[src/rtl/pong_pkg.sv]
// Shared types and helpers for the pong datapath: ball FSM states,
// coordinate/velocity widths, span overlap and paddle speed-up.
package pong_pkg;

  localparam int COORD_W = 12;
  localparam int VEL_W   = 5;

  // Coordinates are widened by one bit so edge arithmetic cannot wrap.
  typedef logic signed [COORD_W:0]   coord_ext_t;
  typedef logic signed [COORD_W-1:0] coord_t;
  typedef logic signed [VEL_W-1:0]   vel_t;

  typedef enum logic [1:0] {
    SERVE = 2'd0,
    PLAY  = 2'd1,
    MISS  = 2'd2
  } ball_state_e;

  function automatic logic overlap(input coord_ext_t a_lo, input coord_ext_t a_hi,
                                   input coord_ext_t b_lo, input coord_ext_t b_hi);
    return (a_lo <= b_hi) && (b_lo <= a_hi);
  endfunction

  // Magnitude grows by one up to vmax; direction is preserved.
  function automatic vel_t speed_up(input vel_t v, input int vmax);
    logic [VEL_W-1:0] mag;
    mag = v[VEL_W-1] ? -v : v;
    if (int'(mag) < vmax) mag = mag + VEL_W'(1);
    return v[VEL_W-1] ? -vel_t'(mag) : vel_t'(mag);
  endfunction

endpackage

[src/rtl/ball_axis_step.sv]
// Combinational one-axis ball step. Without paddles the axis clamps and
// reflects at both walls; with paddles it bounces off paddle faces or misses.
module ball_axis_step
  import pong_pkg::*;
#(
  parameter int RES     = 1280,
  parameter int SIZE    = 16,
  parameter int PAD_H   = 20,
  parameter int VMAX    = 8,
  parameter bit PADDLES = 1'b0
) (
  input  coord_t pos_i,
  input  vel_t   vel_i,
  input  logic   lo_overlap_i,
  input  logic   hi_overlap_i,
  output coord_t pos_o,
  output vel_t   vel_o,
  output logic   hit_o,
  output logic   miss_lo_o,
  output logic   miss_hi_o
);

  localparam coord_ext_t ZERO    = '0;
  localparam coord_ext_t POS_MAX = coord_ext_t'(RES - SIZE);
  // Leading-edge resting positions against the low and high paddle faces.
  localparam coord_ext_t LO_STOP = coord_ext_t'(PAD_H);
  localparam coord_ext_t HI_STOP = coord_ext_t'(RES - PAD_H - SIZE);

  coord_ext_t cur;
  coord_ext_t nxt;

  assign cur = {pos_i[COORD_W-1], pos_i};
  assign nxt = cur + {{(COORD_W+1-VEL_W){vel_i[VEL_W-1]}}, vel_i};

  always_comb begin
    pos_o     = nxt[COORD_W-1:0];
    vel_o     = vel_i;
    hit_o     = 1'b0;
    miss_lo_o = 1'b0;
    miss_hi_o = 1'b0;
    if (!PADDLES) begin
      if (nxt <= ZERO) begin
        pos_o = ZERO[COORD_W-1:0];
        vel_o = -vel_i;
      end else if (nxt >= POS_MAX) begin
        pos_o = POS_MAX[COORD_W-1:0];
        vel_o = -vel_i;
      end
    end else if (vel_i[VEL_W-1]) begin
      if ((cur >= LO_STOP) && (nxt <= LO_STOP) && lo_overlap_i) begin
        pos_o = LO_STOP[COORD_W-1:0];
        vel_o = -speed_up(vel_i, VMAX);
        hit_o = 1'b1;
      end else if (nxt <= ZERO) begin
        pos_o     = pos_i;
        miss_lo_o = 1'b1;
      end
    end else begin
      if ((cur <= HI_STOP) && (nxt >= HI_STOP) && hi_overlap_i) begin
        pos_o = HI_STOP[COORD_W-1:0];
        vel_o = -speed_up(vel_i, VMAX);
        hit_o = 1'b1;
      end else if (nxt >= POS_MAX) begin
        pos_o     = pos_i;
        miss_hi_o = 1'b1;
      end
    end
  end

endmodule

[src/rtl/ball_engine.sv]
// Ball physics and render: per-frame position/velocity update with wall and
// paddle reflection, serve/play/miss rally control, and ball pixel colour.
module ball_engine
  import pong_pkg::*;
#(
  parameter int          HRES         = 1280,
  parameter int          VRES         = 720,
  parameter logic [23:0] COLOR        = 24'h00FF90,
  parameter int          BALL_SIZE    = 16,
  parameter int          PADDLE_H     = 20,
  parameter int          PADDLE_W     = 160,
  parameter int          VEL_INIT     = 2,
  parameter int          VEL_MAX      = 8,
  parameter int          SERVE_FRAMES = 60
) (
  input  logic                      pixel_clk,
  input  logic                      rst_n,
  input  logic                      fsync,
  input  logic signed [COORD_W-1:0] hpos,
  input  logic signed [COORD_W-1:0] vpos,
  input  logic signed [COORD_W-1:0] paddle_top_x,
  input  logic signed [COORD_W-1:0] paddle_bot_x,
  output logic [7:0]                pixel [0:2],
  output logic                      active,
  output logic                      miss_top,
  output logic                      miss_bot,
  output logic [7:0]                rally,
  output logic [1:0]                state
);

  localparam int CNT_W = (SERVE_FRAMES > 1) ? $clog2(SERVE_FRAMES) : 1;
  localparam logic [CNT_W-1:0] SERVE_LAST = CNT_W'(SERVE_FRAMES - 1);
  localparam coord_t     LH_RST   = coord_t'(HRES / 2 - BALL_SIZE / 2);
  localparam coord_t     TV_RST   = coord_t'(VRES / 2 - BALL_SIZE / 2);
  localparam vel_t       V_INIT   = vel_t'(VEL_INIT);
  localparam coord_ext_t BALL_EXT = coord_ext_t'(BALL_SIZE - 1);
  localparam coord_ext_t PAD_EXT  = coord_ext_t'(PADDLE_W - 1);

  ball_state_e      state_q;
  coord_t           lh_q;
  coord_t           tv_q;
  vel_t             vh_q;
  vel_t             vv_q;
  logic [CNT_W-1:0] serve_cnt_q;
  logic [1:0]       lfsr_q;
  logic [7:0]       rally_q;
  logic             miss_top_q;
  logic             miss_bot_q;

  coord_t lh_d;
  coord_t tv_d;
  vel_t   vh_wall_d;
  vel_t   vh_d;
  vel_t   vv_d;
  logic   h_hit, h_miss_lo, h_miss_hi;
  logic   v_hit, v_miss_lo, v_miss_hi;
  logic   top_ov, bot_ov;
  logic   paddle_hit, miss_lo, miss_hi;

  ball_axis_step #(
    .RES(HRES), .SIZE(BALL_SIZE), .PAD_H(0), .VMAX(VEL_MAX), .PADDLES(1'b0)
  ) u_step_h (
    .pos_i        (lh_q),
    .vel_i        (vh_q),
    .lo_overlap_i (1'b0),
    .hi_overlap_i (1'b0),
    .pos_o        (lh_d),
    .vel_o        (vh_wall_d),
    .hit_o        (h_hit),
    .miss_lo_o    (h_miss_lo),
    .miss_hi_o    (h_miss_hi)
  );

  // Paddle overlap is judged against the horizontally updated position.
  coord_ext_t lh_new_ext, ptop_ext, pbot_ext;
  assign lh_new_ext = {lh_d[COORD_W-1], lh_d};
  assign ptop_ext   = {paddle_top_x[COORD_W-1], paddle_top_x};
  assign pbot_ext   = {paddle_bot_x[COORD_W-1], paddle_bot_x};
  assign top_ov = overlap(lh_new_ext, lh_new_ext + BALL_EXT, ptop_ext, ptop_ext + PAD_EXT);
  assign bot_ov = overlap(lh_new_ext, lh_new_ext + BALL_EXT, pbot_ext, pbot_ext + PAD_EXT);

  ball_axis_step #(
    .RES(VRES), .SIZE(BALL_SIZE), .PAD_H(PADDLE_H), .VMAX(VEL_MAX), .PADDLES(1'b1)
  ) u_step_v (
    .pos_i        (tv_q),
    .vel_i        (vv_q),
    .lo_overlap_i (top_ov),
    .hi_overlap_i (bot_ov),
    .pos_o        (tv_d),
    .vel_o        (vv_d),
    .hit_o        (v_hit),
    .miss_lo_o    (v_miss_lo),
    .miss_hi_o    (v_miss_hi)
  );

  assign paddle_hit = v_hit | h_hit;
  assign miss_lo    = v_miss_lo | h_miss_lo;
  assign miss_hi    = v_miss_hi | h_miss_hi;
  assign vh_d       = paddle_hit ? speed_up(vh_wall_d, VEL_MAX) : vh_wall_d;

  always_ff @(posedge pixel_clk) begin
    if (!rst_n) begin
      state_q     <= SERVE;
      lh_q        <= LH_RST;
      tv_q        <= TV_RST;
      vh_q        <= '0;
      vv_q        <= '0;
      serve_cnt_q <= '0;
      lfsr_q      <= 2'b01;
      rally_q     <= '0;
      miss_top_q  <= 1'b0;
      miss_bot_q  <= 1'b0;
    end else begin
      miss_top_q <= 1'b0;
      miss_bot_q <= 1'b0;
      if (fsync) begin
        lfsr_q <= {lfsr_q[0], lfsr_q[1] ^ lfsr_q[0]};
        case (state_q)
          SERVE: begin
            lh_q <= LH_RST;
            tv_q <= TV_RST;
            if (serve_cnt_q == SERVE_LAST) begin
              vh_q        <= lfsr_q[0] ? -V_INIT : V_INIT;
              vv_q        <= lfsr_q[1] ? -V_INIT : V_INIT;
              serve_cnt_q <= '0;
              rally_q     <= '0;
              state_q     <= PLAY;
            end else begin
              vh_q        <= '0;
              vv_q        <= '0;
              serve_cnt_q <= serve_cnt_q + CNT_W'(1);
            end
          end
          PLAY: begin
            if (miss_lo || miss_hi) begin
              // Ball stays where it was; only the pulse and state move.
              miss_top_q <= miss_lo;
              miss_bot_q <= miss_hi;
              state_q    <= MISS;
            end else begin
              lh_q <= lh_d;
              tv_q <= tv_d;
              vh_q <= vh_d;
              vv_q <= vv_d;
              if (paddle_hit && (rally_q != 8'hFF)) rally_q <= rally_q + 8'd1;
            end
          end
          MISS: begin
            lh_q        <= LH_RST;
            tv_q        <= TV_RST;
            vh_q        <= '0;
            vv_q        <= '0;
            serve_cnt_q <= '0;
            state_q     <= SERVE;
          end
          default: state_q <= SERVE;
        endcase
      end
    end
  end

  coord_ext_t hpos_ext, vpos_ext, lh_ext, tv_ext;
  assign hpos_ext = {hpos[COORD_W-1], hpos};
  assign vpos_ext = {vpos[COORD_W-1], vpos};
  assign lh_ext   = {lh_q[COORD_W-1], lh_q};
  assign tv_ext   = {tv_q[COORD_W-1], tv_q};

  assign active = (hpos_ext >= lh_ext) && (hpos_ext <= lh_ext + BALL_EXT) &&
                  (vpos_ext >= tv_ext) && (vpos_ext <= tv_ext + BALL_EXT);

  assign pixel[0] = active ? COLOR[7:0]   : 8'h00;
  assign pixel[1] = active ? COLOR[15:8]  : 8'h00;
  assign pixel[2] = active ? COLOR[23:16] : 8'h00;

  assign miss_top = miss_top_q;
  assign miss_bot = miss_bot_q;
  assign rally    = rally_q;
  assign state    = state_q;

endmodule

[config.mk]
export PLATFORM = sky130hd
export DESIGN_NAME = ball_engine
export DESIGN_NICKNAME = d
export VERILOG_FILES = /design/src/rtl/pong_pkg.sv /design/src/rtl/ball_axis_step.sv /design/src/rtl/ball_engine.sv
export SDC_FILE = /design/constraint.sdc
export NUM_CORES = 1
export LEC_CHECK = 0
export ABC_AREA = 0
export BUFFER_PORTS_ARGS = -buffer_cell sky130_fd_sc_hd__buf_2
export CORE_MARGIN = 4
export CORE_UTILIZATION = 40
export CTS_CLUSTER_SIZE = 20
export DETAILED_ROUTE_END_ITERATION = 10
export PLACE_DENSITY = 0.66
export SLEW_MARGIN = 15
export SYNTH_ARGS = -nofsm -noshare
export SYNTH_HDL_FRONTEND = slang
export SYNTH_HIERARCHICAL = 1
export SYNTH_SLANG_ARGS = --single-unit
[constraint.sdc]
create_clock -name pixel_clk -period 7.97 [get_ports pixel_clk]
set_clock_uncertainty 0.1 [all_clocks]
set_input_delay 0.3985 -clock pixel_clk [delete_from_list [all_inputs] [get_ports pixel_clk]]
set_output_delay 0.3985 -clock pixel_clk [all_outputs]
set_load 0.01 [all_outputs]
==> impl_metrics.py <==
metrics = {
    "die": {
        "die_h_um": 159,
        "initial_core_util_pct": 41.2,
        "rows": 54,
        "die_area_um2": 25200,
        "coreArea_um2": 22100,
        "die_w_um": 159,
        "boundaryPins": 88,
    },
    "logic_synthesis": {
        "synth_compound_area_share_pct": 27.1,
        "synth_flop_cell": "dfxtp_1",
        "syn_inst": 1154,
        "syn_area_per_cell_um2": 7.88,
        "async_flop_share_pct": 0,
        "synthAdderAreaFrac_pct": 20.1,
        "synth.area.mux_share_pct": 2.32,
        "ys_seq_area_share_pct": 11.9,
        "synth_cell_types": 112,
        "synth-seq-cells": 54,
        "yosysWarnings": 6,
        "synth_edf_count": 0,
        "synth-simple-area-share_pct": 22.2,
        "synth_area_um2": 9100,
        "synth_top_family_by_area": "compound AO/OA/AOI/OAI gates",
        "yosys.area_share.xor_xnor_pct": 9.28,
    },
    "place": {
        "dp_worst_setup_slack_ns": 0.170,
        "port_buffers": 73,
        "gp_congestion": 0.907,
        "place_hpwl_um": 19300,
        "dp.cells": 1480,
    },
    "drt": {
        "vias": 8592,
        "drt_first_iter_violations": 463,
        "drt_first_pass_iters": 5,
        "wl_per_cell_um": 16.0,
        "routed_wirelength_um": 23800,
        "route.detailed.drc": 0,
        "viasPerCell": 5.77,
        "antenna_left": 0,
    },
    "grt": {
        "overflow": 0,
        "grt.total_usage_pct": 18.0,
        "grt_pass1_wl_um": 39400,
        "grt_pass1_vias": 8146,
        "antenna_found_initial": 0,
        "grt_max_degree": 42,
    },
    "sta": {
        "setup-violations-final": 0,
        "timing.fmax_mhz": 132,
        "slew_headroom_pct": 38.0,
        "finalMaxSlewViolations": 0,
        "hold_viol": 0,
        "setup_ws_ns": 0.380,
        "fin_crit_ns": 7.59,
        "fin_crit_sh_pct": 95.2,
        "tightest_slew_ns": 0.922,
    },
    "pwr": {
        "p_per_area_nw_per_um2": 135,
        "clock_power_share_pct": 16.4,
        "vdd_drop_max_uv": 81.1,
        "p_int_mw": 0.739,
        "comb_power_share_pct": 61.1,
        "p_sw_share_pct": 44.5,
        "leakagePower_nw": 4.27,
        "finalPower_mw": 1.33,
        "seqPwrFrac_pct": 22.5,
        "power.switching_mw": 0.593,
    },
    "setup_path": {
        "cp_num_cells": 33,
        "reg2reg_depth": 33,
        "critical_path_arrival_ns": 7.64,
        "endpoint_kind": "flop",
        "cpPeakStageDelay_ns": 0.40,
        "worstSetupPathType": "reg2reg",
        "crit_slowest_cell": "fa_1",
        "critPathTopFamily": "compound AO/OA/AOI/OAI gates",
        "critPathMaxFanout": 8,
        "worst-path-buf-inv": 3,
        "worstPathRequired_ns": 8.02,
        "critPathLaunchType": "flop",
    },
    "cells_and_area": {
        "postLayoutCoreUtil_pct": 44.8,
        "num_antenna_cells": 0,
        "drive_gt1_share_pct": 14.9,
        "synthToLayoutAreaGrowth_pct": 8.68,
        "nNetsFinal": 1406,
        "fin_cells": 1489,
    },
    "clocking": {
        "cts.reportedPaths.clkPinSlew_ns": 0.07,
        "cts_buffers": 5,
        "cts_root_buffer": "clkbuf_16",
        "cts_tree": "done",
        "cts_num_sinks": 54,
        "clock_latency_ns": 0.30,
        "cts_max_level": 2,
        "clk_path_buf_depth": 2,
    },
    "flow_run": {
        "max-cap-violations": 0,
    },
    "outcome": {
        "status": "finished, final reports clean",
    },
    "min_path": {
        "holdCritPathClass": "in2reg",
        "holdPathStages": 3,
    },
}
-- cells in the mapped netlist (5+ instances only) --
cell / count / area share [%]
ha_1: 143 / 20
nand2_1: 97 / 4.0
nor2_1: 89 / 3.7
inv_1: 68 / 2.8
dfxtp_1: 54 / 12
a21oi_1: 53 / 2.9
xnor2_1: 52 / 5.0
nand3_1: 49 / 2.7
o21ai_0: 48 / 2.6
xor2_1: 40 / 3.9
buf_4: 29 / 2.4
nand4_1: 27 / 1.9
a21boi_0: 22 / 1.8
nor3_1: 22 / 1.2
and3_1: 19 / 1.3
a21o_1: 17 / 1.4
clkbuf_1: 17 / 0.70
o21a_1: 17 / 1.4
nor2b_1: 16 / 1.1
a211oi_1: 14 / 1.2
mux2i_1: 14 / 1.5
o211ai_1: 14 / 1.2
o31ai_1: 13 / 1.1
buf_2: 10 / 0.55
and2_1: 8 / 0.55
o2111ai_1: 8 / 0.77
o2bb2ai_1: 8 / 0.77
a31oi_1: 7 / 0.48
nand2b_1: 7 / 0.48
nor3b_1: 7 / 0.58
or3_1: 7 / 0.48
o211a_1: 6 / 0.66
o22ai_1: 6 / 0.41
nor4_1: 5 / 0.34
o21ai_1: 5 / 0.28
-- timing repair --
action / CTS / global route
resized for setup: 0 / 15
buffers inserted: 0 / 3
endpoints found under the setup margin: 0 / 41
hold buffers: 0 / 0
-- final cells by class --
cell class,instances,area (um^2)
fillers,2222,12200
inverters,71,267
multi-input cells,984,7530
repair buffers,94,523
clock buffers,6,139
flip-flops and latches,54,1080
well taps,280,350
-- metal layers --
metal / wire length [um] / global-route usage [%]
met4: 295 / 4.14
met1: 10900 / 23.7
met5: 0 / 0
met3: 798 / 1.19
met2: 11800 / 32.2
-- cells by family after synthesis --
group,after synthesis
and+or+nand+nor,391
AOI/OAI and AO/OA,316
other,2
xor gates and xnor gates,94
buffers and inverters,132
muxes,20
DFF,54
adders and majority gates,145
-- sequential cells by signal, summed over array words and instances, names as in the netlist --
| register | flops |
|---|---|
| miss_top | 1 |
| lh_q | 12 |
| miss_bot | 1 |
| tv_q | 12 |
| vv_q | 5 |
| lfsr_q | 2 |
| rally | 8 |
| serve_cnt_q | 6 |
| vh_q | 5 |
| state | 2 |
-- through the flow --
step	TNS, ns	hold WS [ns]	area [um^2]
3_3_place_gp	0	0.372	9640
2_1_floorplan	0	0.358	9160
4_1_cts	0	0.340	9770
6_report	0	0.353	9890
5_1_grt	-0.164	0.357	9890
3_5_place_dp	0	0.402	9640
-- worst reg2reg max path: cells and delay by family, from the launching register on --
kind,cells,cell delay (ns)
compound gates,12,3.04
simple gates,12,2.07
fa+ha+maj,4,1.18
buf+inv,3,0.41
flops,1,0.36
xor+xnor,2,0.29
-- cell usage in the layout, fill, tap and decap left out, types with 6 or more instances in the layout --
| cell | instances |
|---|---|
| xor2_1 | 37 |
| a21oi_1 | 52 |
| inv_1 | 68 |
| and2_1 | 7 |
| nor3b_1 | 7 |
| o211ai_1 | 14 |
| conb_1 | 18 |
| nor2_1 | 89 |
| nand4_1 | 27 |
| o2111ai_1 | 8 |
| o2bb2ai_1 | 8 |
| a211oi_1 | 12 |
| o21a_1 | 17 |
| buf_4 | 21 |
| nand2b_1 | 7 |
| o31ai_1 | 13 |
| xnor2_1 | 50 |
| a21boi_0 | 22 |
| or3_1 | 7 |
| o21ai_0 | 48 |
| o22ai_1 | 6 |
| nand3_1 | 49 |
| ha_1 | 143 |
| and3_1 | 19 |
| dfxtp_1 | 54 |
| nand2_1 | 97 |
| mux2i_1 | 14 |
| nor2b_1 | 16 |
| o211a_1 | 6 |
| buf_2 | 73 |
| a31oi_1 | 7 |
| nor3_1 | 22 |
| a21o_1 | 16 |
-- power by group through the flow --
stage               clock network (mW)  registers (mW)  logic [mW]
finish                           0.219           0.299       0.814
global route                     0.233           0.301       0.910
CTS                              0.223           0.299       0.792
detailed placement                   0           0.305       0.788
global placement                     0           0.305       0.777
floorplan                            0           0.298       0.608
-- path summary, 6_finish.rpt --
check                                            startpoint                           to  slack [ns]
worst min-delay path                                  fsync          miss_top$_SDFF_PN0_        0.35
worst min register to register  serve_cnt_q[5]$_SDFFE_PN0P_  serve_cnt_q[5]$_SDFFE_PN0P_        0.40
worst max-delay path                   lh_q[0]$_SDFFE_PN0P_        rally[7]$_SDFFE_PN0P_        0.38
worst max register to register         lh_q[0]$_SDFFE_PN0P_        rally[7]$_SDFFE_PN0P_        0.38
(Power assumes the default switching activity.)
